## config.mk

```make
export PLATFORM = sky130hd
export DESIGN_NAME = direction_angle_resolver
export DESIGN_NICKNAME = d
export VERILOG_FILES = /design/src/rtl/localization_pkg.sv /design/src/rtl/cordic_atan_lut.sv /design/src/rtl/direction_angle_resolver.sv
export SDC_FILE = /design/constraint.sdc
export NUM_CORES = 1
export LEC_CHECK = 0
export BUFFER_PORTS_ARGS = -buffer_cell sky130_fd_sc_hd__buf_4
export CAP_MARGIN = 5
export CORE_MARGIN = 2
export CORE_UTILIZATION = 40
export DETAILED_ROUTE_END_ITERATION = 16
export PLACE_DENSITY_LB_ADDON = 0.12
export SYNTH_ARGS = -nofsm -noshare
export SYNTH_HDL_FRONTEND = slang
export SYNTH_SLANG_ARGS = --single-unit
```

## constraint.sdc

```tcl
create_clock -name clk_in -period 5.1 [get_ports clk_in]
set_input_delay 0.765 -clock clk_in [delete_from_list [all_inputs] [get_ports clk_in]]
set_output_delay 0.765 -clock clk_in [all_outputs]
set_load 0.005 [all_outputs]
```

## src/rtl/localization_pkg.sv

```systemverilog
// localization_pkg
//   Shared constants and types for the localization datapath.
//   Angles are 2Q13 fixed point (pi = 25736). The state type is used by
//   direction_angle_resolver; wrap_angle folds a CORDIC z accumulator
//   back into the half-open interval (-pi, pi].
package localization_pkg;

  localparam logic [15:0] PI_2Q13      = 16'h6488;   // 25736
  localparam logic [16:0] TWO_PI_2Q13  = 17'hC910;   // 51472
  localparam logic [15:0] HALF_PI_2Q13 = 16'd12868;

  typedef enum logic [1:0] {
    IDLE   = 2'd0,
    ROTATE = 2'd1,
    DONE   = 2'd2
  } resolver_state_t;

  // Map an 18-bit signed angle into (-pi, pi]; +pi stays, -pi becomes +pi.
  function automatic logic signed [17:0] wrap_angle(input logic signed [17:0] z);
    logic signed [17:0] pi_s;
    logic signed [17:0] two_pi_s;
    pi_s     = signed'({2'b00, PI_2Q13});
    two_pi_s = signed'({1'b0, TWO_PI_2Q13});
    if (z > pi_s) begin
      wrap_angle = z - two_pi_s;
    end else if (z <= -pi_s) begin
      wrap_angle = z + two_pi_s;
    end else begin
      wrap_angle = z;
    end
  endfunction

endpackage

```

## src/rtl/cordic_atan_lut.sv

```systemverilog
// cordic_atan_lut
//   Combinational arctangent table for CORDIC micro-rotations.
//   Ports:
//     index  in  4   micro-rotation number i
//     atan   out 16  atan(2^-i) in 2Q13 radians; 0 for i > 13
module cordic_atan_lut (
  input  logic [3:0]  index,
  output logic [15:0] atan
);

  // Table lookup; entries past i=13 round to zero in 2Q13.
  always_comb begin
    atan = 16'd0;
    case (index)
      4'd0:    atan = 16'd6434;
      4'd1:    atan = 16'd3798;
      4'd2:    atan = 16'd2007;
      4'd3:    atan = 16'd1019;
      4'd4:    atan = 16'd511;
      4'd5:    atan = 16'd256;
      4'd6:    atan = 16'd128;
      4'd7:    atan = 16'd64;
      4'd8:    atan = 16'd32;
      4'd9:    atan = 16'd16;
      4'd10:   atan = 16'd8;
      4'd11:   atan = 16'd4;
      4'd12:   atan = 16'd2;
      4'd13:   atan = 16'd1;
      default: atan = 16'd0;
    endcase
  end

endmodule

```

## src/rtl/direction_angle_resolver.sv

```systemverilog
// direction_angle_resolver
//   Sequential vectoring-mode CORDIC: converts a packed {x, y} direction
//   vector into a 2Q13 angle in (-pi, pi] and an uncompensated magnitude
//   (|v| * K, K ~= 1.64676). One vector in flight at a time.
//   Ports:
//     clk_in         in   1               clock
//     rst_in         in   1               synchronous active-high reset
//     vector_in      in   DATA_WIDTH      {x, y}, each signed DATA_WIDTH/2
//     valid_in       in   1               vector_in valid
//     ready_out      out  1               block can accept a vector
//     angle_out      out  16              signed 2Q13 angle
//     magnitude_out  out  DATA_WIDTH/2+1  unsigned magnitude * K
//     valid_out      out  1               angle_out/magnitude_out valid
//     ready_in       in   1               downstream accepts the result
module direction_angle_resolver
  import localization_pkg::*;
#(
  parameter int DATA_WIDTH = 32,
  parameter int ITERATIONS = 14
) (
  input  logic                    clk_in,
  input  logic                    rst_in,
  input  logic [DATA_WIDTH-1:0]   vector_in,
  input  logic                    valid_in,
  output logic                    ready_out,
  output logic [15:0]             angle_out,
  output logic [DATA_WIDTH/2:0]   magnitude_out,
  output logic                    valid_out,
  input  logic                    ready_in
);

  localparam int HW = DATA_WIDTH / 2;
  // Three guard bits: one for negating -2^(HW-1), two for CORDIC growth.
  localparam int IW = HW + 3;

  resolver_state_t state_r;
  resolver_state_t state_next_s;

  logic signed [IW-1:0] x_r;
  logic signed [IW-1:0] y_r;
  logic signed [17:0]   z_r;
  logic [3:0]           iter_r;

  logic [15:0]          angle_r;
  logic [HW:0]          magnitude_r;
  logic                 valid_r;
  logic                 ready_r;

  logic signed [HW-1:0] x_in_s;
  logic signed [HW-1:0] y_in_s;
  logic signed [IW-1:0] x_ext_s;
  logic signed [IW-1:0] y_ext_s;
  logic                 accept_s;
  logic                 is_zero_s;
  logic                 last_iter_s;

  logic signed [IW-1:0] fold_x_s;
  logic signed [IW-1:0] fold_y_s;
  logic signed [17:0]   fold_z_s;

  logic [15:0]          atan_s;
  logic signed [17:0]   atan_ext_s;
  logic signed [IW-1:0] x_sh_s;
  logic signed [IW-1:0] y_sh_s;
  logic signed [IW-1:0] x_rot_s;
  logic signed [IW-1:0] y_rot_s;
  logic signed [17:0]   z_rot_s;

  assign x_in_s      = signed'(vector_in[DATA_WIDTH-1:HW]);
  assign y_in_s      = signed'(vector_in[HW-1:0]);
  assign x_ext_s     = {{3{x_in_s[HW-1]}}, x_in_s};
  assign y_ext_s     = {{3{y_in_s[HW-1]}}, y_in_s};
  assign accept_s    = valid_in && ready_r && (state_r == IDLE);
  assign is_zero_s   = (x_in_s == '0) && (y_in_s == '0);
  assign last_iter_s = (iter_r == 4'(ITERATIONS - 1));

  cordic_atan_lut u_atan_lut (
    .index (iter_r),
    .atan  (atan_s)
  );

  assign atan_ext_s = signed'({2'b00, atan_s});

  // Quadrant fold: rotate left-half-plane inputs by -/+90 degrees so the
  // CORDIC only has to cover (-pi/2, pi/2).
  always_comb begin
    fold_x_s = x_ext_s;
    fold_y_s = y_ext_s;
    fold_z_s = 18'sd0;
    if (!x_in_s[HW-1]) begin
      fold_x_s = x_ext_s;
      fold_y_s = y_ext_s;
      fold_z_s = 18'sd0;
    end else if (!y_in_s[HW-1]) begin
      fold_x_s = y_ext_s;
      fold_y_s = -x_ext_s;
      fold_z_s = signed'({2'b00, HALF_PI_2Q13});
    end else begin
      fold_x_s = -y_ext_s;
      fold_y_s = x_ext_s;
      fold_z_s = -signed'({2'b00, HALF_PI_2Q13});
    end
  end

  // One micro-rotation driving y toward zero, from pre-update x/y/z values.
  always_comb begin
    x_sh_s  = x_r >>> iter_r;
    y_sh_s  = y_r >>> iter_r;
    x_rot_s = x_r;
    y_rot_s = y_r;
    z_rot_s = z_r;
    if (!y_r[IW-1]) begin
      x_rot_s = x_r + y_sh_s;
      y_rot_s = y_r - x_sh_s;
      z_rot_s = z_r + atan_ext_s;
    end else begin
      x_rot_s = x_r - y_sh_s;
      y_rot_s = y_r + x_sh_s;
      z_rot_s = z_r - atan_ext_s;
    end
  end

  // Next-state logic; the zero vector has no defined angle and skips ROTATE.
  always_comb begin
    state_next_s = state_r;
    case (state_r)
      IDLE: begin
        if (accept_s) begin
          state_next_s = is_zero_s ? DONE : ROTATE;
        end else begin
          state_next_s = IDLE;
        end
      end
      ROTATE: begin
        if (last_iter_s) begin
          state_next_s = DONE;
        end else begin
          state_next_s = ROTATE;
        end
      end
      DONE: begin
        if (valid_r && ready_in) begin
          state_next_s = IDLE;
        end else begin
          state_next_s = DONE;
        end
      end
      default: state_next_s = IDLE;
    endcase
  end

  // State register.
  always_ff @(posedge clk_in) begin
    if (rst_in) begin
      state_r <= IDLE;
    end else begin
      state_r <= state_next_s;
    end
  end

  // Datapath and registered outputs. DONE spends its first cycle capturing
  // the wrapped angle, then holds everything until the downstream handshake.
  always_ff @(posedge clk_in) begin
    if (rst_in) begin
      x_r         <= '0;
      y_r         <= '0;
      z_r         <= 18'sd0;
      iter_r      <= 4'd0;
      angle_r     <= 16'd0;
      magnitude_r <= '0;
      valid_r     <= 1'b0;
      ready_r     <= 1'b1;
    end else begin
      ready_r <= (state_next_s == IDLE);
      case (state_r)
        IDLE: begin
          if (accept_s) begin
            x_r    <= fold_x_s;
            y_r    <= fold_y_s;
            z_r    <= fold_z_s;
            iter_r <= 4'd0;
          end
        end
        ROTATE: begin
          x_r    <= x_rot_s;
          y_r    <= y_rot_s;
          z_r    <= z_rot_s;
          iter_r <= iter_r + 4'd1;
        end
        DONE: begin
          if (!valid_r) begin
            angle_r     <= 16'(wrap_angle(z_r));
            magnitude_r <= x_r[HW:0];
            valid_r     <= 1'b1;
          end else if (ready_in) begin
            valid_r <= 1'b0;
          end
        end
        default: begin
          valid_r <= 1'b0;
        end
      endcase
    end
  end

  assign ready_out     = ready_r;
  assign angle_out     = angle_r;
  assign magnitude_out = magnitude_r;
  assign valid_out     = valid_r;

endmodule
```

==> impl_metrics.ini <==
[timing]
finalCriticalPeriod_ns = 4.79
final_hold_viol_count = 0
fin_skew_ns = 0.0159
layout_worst_path_cycle_share_pct = 94.0
timing.setup.tns_ns = 0
rsz_0062_raised_after_global_routing = no
max_freq_mhz = 209
timing_max_transition_violations_final = 0
final.hold.worst_slack_ns = 0.457
slew_headroom_pct = 41.3
final-setup-viol-count = 0
worstMarginPinSlew_ns = 0.880

[floorplan]
ios = 71
fp.dieW_microns = 174
placeableCoreArea_sq_um = 28500
fp.dieArea_sq_um = 30300
chipHeight_microns = 174
initial_core_util_pct = 40.5
rows = 62

[yosys]
postSynthCellCount = 1484
synth.avg_cell_area_sq_um = 7.79
area_share_of_the_largest_cell_type_after_synthesis_pct = 19.1
combined_area_of_all_synthesized_cells_sq_um = 11600
synthTopCellsByCount = sky130_fd_sc_hd__nand2_1 (144), sky130_fd_sc_hd__nor2_1 (144), sky130_fd_sc_hd__a21oi_1 (117), sky130_fd_sc_hd__dfxtp_1 (110), sky130_fd_sc_hd__a211oi_1 (81)
synth_enable_flop_cells = 0
ys_ff_latch = 110
postSynthNetCount = 1593
yosysWarningCount = 0
synth.largest_area_cell = sky130_fd_sc_hd__dfxtp_1
async_reset_ff_share_pct = 0
post_synthesis_cell_type_count = 92
yosys_most_used_dff = sky130_fd_sc_hd__dfxtp_1
synth-seq-area-share_pct = 19.1
netlist_top_cells_area = sky130_fd_sc_hd__dfxtp_1 (19%), sky130_fd_sc_hd__ha_1 (7.6%), sky130_fd_sc_hd__a211oi_1 (5.3%), sky130_fd_sc_hd__mux4_2 (5.3%), sky130_fd_sc_hd__a21oi_1 (5.1%)

[pwr]
p_leak_uw = 0.00491
powerDensity_nw_per_um2 = 402
worst_ir_drop_vdd_uv = 245

[clock_network]
cts_root_buf = sky130_fd_sc_hd__clkbuf_16
htree_levels = 3
cts_buffers = 9
clkSinkCount = 110
clk-insertion-delay-late_ns = 0.37
worst_setup_hold_path_clk_slew_ns = 0.09
tritoncts = yes
clock_path_buffers = 2

[global_routing]
grt_first_pass_wirelength_mm = 60.6
grt.total_usage_pct = 25.0
global_route.usage.met1_pct = 34.1
grt_pass1_vias = 10600
grt_most_used_layer = met2
grt_antenna_before_repair = 0
grtUsageMet2_pct = 41.0
grt_start_max_net_pins = 77
met3_usage_grt_pct = 2.73
global_route.overflow_total = 0

[detailed_routing]
dr_total_vias = 11500
drc = 0
routed_wirelength_mm = 38.4
first_pass_iters = 5
route.detailed.wl_per_inst_microns = 20.3
post_drt_via_cell_ratio = 6.05
count_of_antenna_violating_nets_left_after_detailed_routing = 0
first_iter_violations = 1161

[min_path]
worstHoldPathType = flop to flop
hold-path-cell-count = 2

[run_status]
status = completed

[setup_path]
worst-setup-path-type = flop to flop
max_fanout_on_critical_path = 9
setup.worst_path.start_class = flop
cp.arrival_ns = 5.07
timing.reg2reg.worst_path_depth = 15
required_ns = 5.38
setup.worst_path.end_class = flop

[cells_and_area]
num-nets-final = 1617
post_route_cells_drive_above_1_share_pct = 14.8
area_delta_synth_final_pct = 11.1
diodes = 0

[placed_design]
buffer_ports.inserted = 70
hpwlAfterDp_mm = 28.6
gpl_wtd_cong = 0.980

[job]
max-cap-violations = 0
-- worst max-delay path, stage by stage, from the launching register on --
cell	delay [ns]
sky130_fd_sc_hd__dfxtp_4	0.44
sky130_fd_sc_hd__buf_4	0.18
sky130_fd_sc_hd__mux4_2	0.56
sky130_fd_sc_hd__mux2i_4	0.18
sky130_fd_sc_hd__mux2i_1	0.17
sky130_fd_sc_hd__a2111oi_4	0.41
sky130_fd_sc_hd__nand4_1	0.30
sky130_fd_sc_hd__o311a_1	0.41
sky130_fd_sc_hd__ha_1	0.38
sky130_fd_sc_hd__nand2_1	0.06
sky130_fd_sc_hd__nand4b_1	0.22
sky130_fd_sc_hd__a211oi_1	0.35
sky130_fd_sc_hd__o31ai_1	0.15
sky130_fd_sc_hd__or4_4	0.43
sky130_fd_sc_hd__a2111o_1	0.38
sky130_fd_sc_hd__o311ai_1	0.08
-- where the power goes --
| group | leakage (uW) | internal [uW] | total, uW | switching [uW] |
|---|---|---|---|---|
| clock network | 0.000141 | 343 | 721 | 378 |
| logic | 0.00387 | 1420 | 3260 | 1850 |
| registers | 0.000903 | 959 | 1180 | 216 |
-- state kept, by name, summed over array words and instances (netlist names) --
signal           count
magnitude_out       17
state_r              2
iter_r               4
angle_out           16
y_r                 19
z_r                 18
valid_out            1
ready_out            1
u_atan_lut.atan     13
x_r                 19
-- layout make-up --
class | count | area, sq um
Inverter | 54 | 203
Sequential cell | 110 | 2210
Tap cell | 384 | 480
Timing Repair Buffer | 123 | 960
Clock inverter | 6 | 56.3
Clock buffer | 10 | 229
Multi-Input combinational cell | 1210 | 8690
Fill cell | 3000 | 15700
-- per-layer routing --
layer	wire length, microns	vias to the layer above	part of all wire, %
met5	0	-	0
met4	1440	0	3.8
met3	1850	59	4.8
met2	17900	341	47
met1	17200	5474	45
li1	-	5597	-
-- kinds of logic after synthesis --
kind of cell / count (synthesis) / share of synthesized area [%]
buf+inv: 164 / 6.38
compound gates: 476 / 28.0
fa+ha+maj: 73 / 8.10
xor+xnor: 100 / 7.58
simple gates: 482 / 20.0
flops: 110 / 19.1
mux: 79 / 10.9
-- repair_timing --
action / 4_1_cts / 5_1_grt
hold buffers: 0 / 0
resized for setup: 0 / 14
setup buffers: 0 / 9
endpoints found under the setup margin: 0 / 9
-- worst paths after layout --
| path | startpoint | endpoint | slack, ns |
|---|---|---|---|
| worst max-delay path | iter_r[1] | x_r[18] | 0.31 |
| worst min-delay path | magnitude_out[0] | magnitude_out[0] | 0.46 |
| worst max register to register | iter_r[1] | x_r[18] | 0.31 |
| worst min register to register | magnitude_out[0] | magnitude_out[0] | 0.46 |
-- per-stage QoR --
step	instance area (sq um)	util [%]	power [uW]	setup WS, ns	std cells
after floorplan	11600	-	3560	0.339	1484
after global placement	12400	43.5	4360	0.180	1872
after global routing	12800	45.0	5570	0.0158	1897
final	12800	45.0	5160	0.305	1897
after detailed placement	12400	43.5	4350	0.0361	1872
after CTS	12700	44.5	5110	0.0205	1888
-- layout by cell type (no fill, tap or decap), types with 6 or more instances in the layout --
cell                        count
sky130_fd_sc_hd__and2_1         8
sky130_fd_sc_hd__mux2i_1       26
sky130_fd_sc_hd__and3_1         6
sky130_fd_sc_hd__o32ai_1        6
sky130_fd_sc_hd__o211ai_1      19
sky130_fd_sc_hd__a21o_1        17
sky130_fd_sc_hd__o21ai_0       62
sky130_fd_sc_hd__a311oi_1      18
sky130_fd_sc_hd__mux2_2        16
sky130_fd_sc_hd__a21boi_0       7
sky130_fd_sc_hd__nand3b_1      14
sky130_fd_sc_hd__buf_4        118
sky130_fd_sc_hd__a41oi_1        8
sky130_fd_sc_hd__or4_1          6
sky130_fd_sc_hd__nor3_1        45
sky130_fd_sc_hd__o41ai_1        6
sky130_fd_sc_hd__a21oi_1      117
sky130_fd_sc_hd__xnor2_1       53
sky130_fd_sc_hd__xor2_1        47
sky130_fd_sc_hd__a221oi_1       8
sky130_fd_sc_hd__nand2b_1      15
sky130_fd_sc_hd__o21bai_1       6
sky130_fd_sc_hd__o21a_1        12
sky130_fd_sc_hd__inv_1         51
sky130_fd_sc_hd__nor2_1       144
sky130_fd_sc_hd__or3_1         20
sky130_fd_sc_hd__nand2_1      144
sky130_fd_sc_hd__o31ai_1       12
sky130_fd_sc_hd__clkbuf_16      9
sky130_fd_sc_hd__dfxtp_1      105
sky130_fd_sc_hd__a31oi_1       27
sky130_fd_sc_hd__ha_1          70
sky130_fd_sc_hd__mux4_2        27
sky130_fd_sc_hd__nor2b_1       12
sky130_fd_sc_hd__nand3_1       22
sky130_fd_sc_hd__a211oi_1      81
sky130_fd_sc_hd__o22ai_1       19
sky130_fd_sc_hd__or2_2          9
Note: power is estimated with default switching activity, not from simulation.
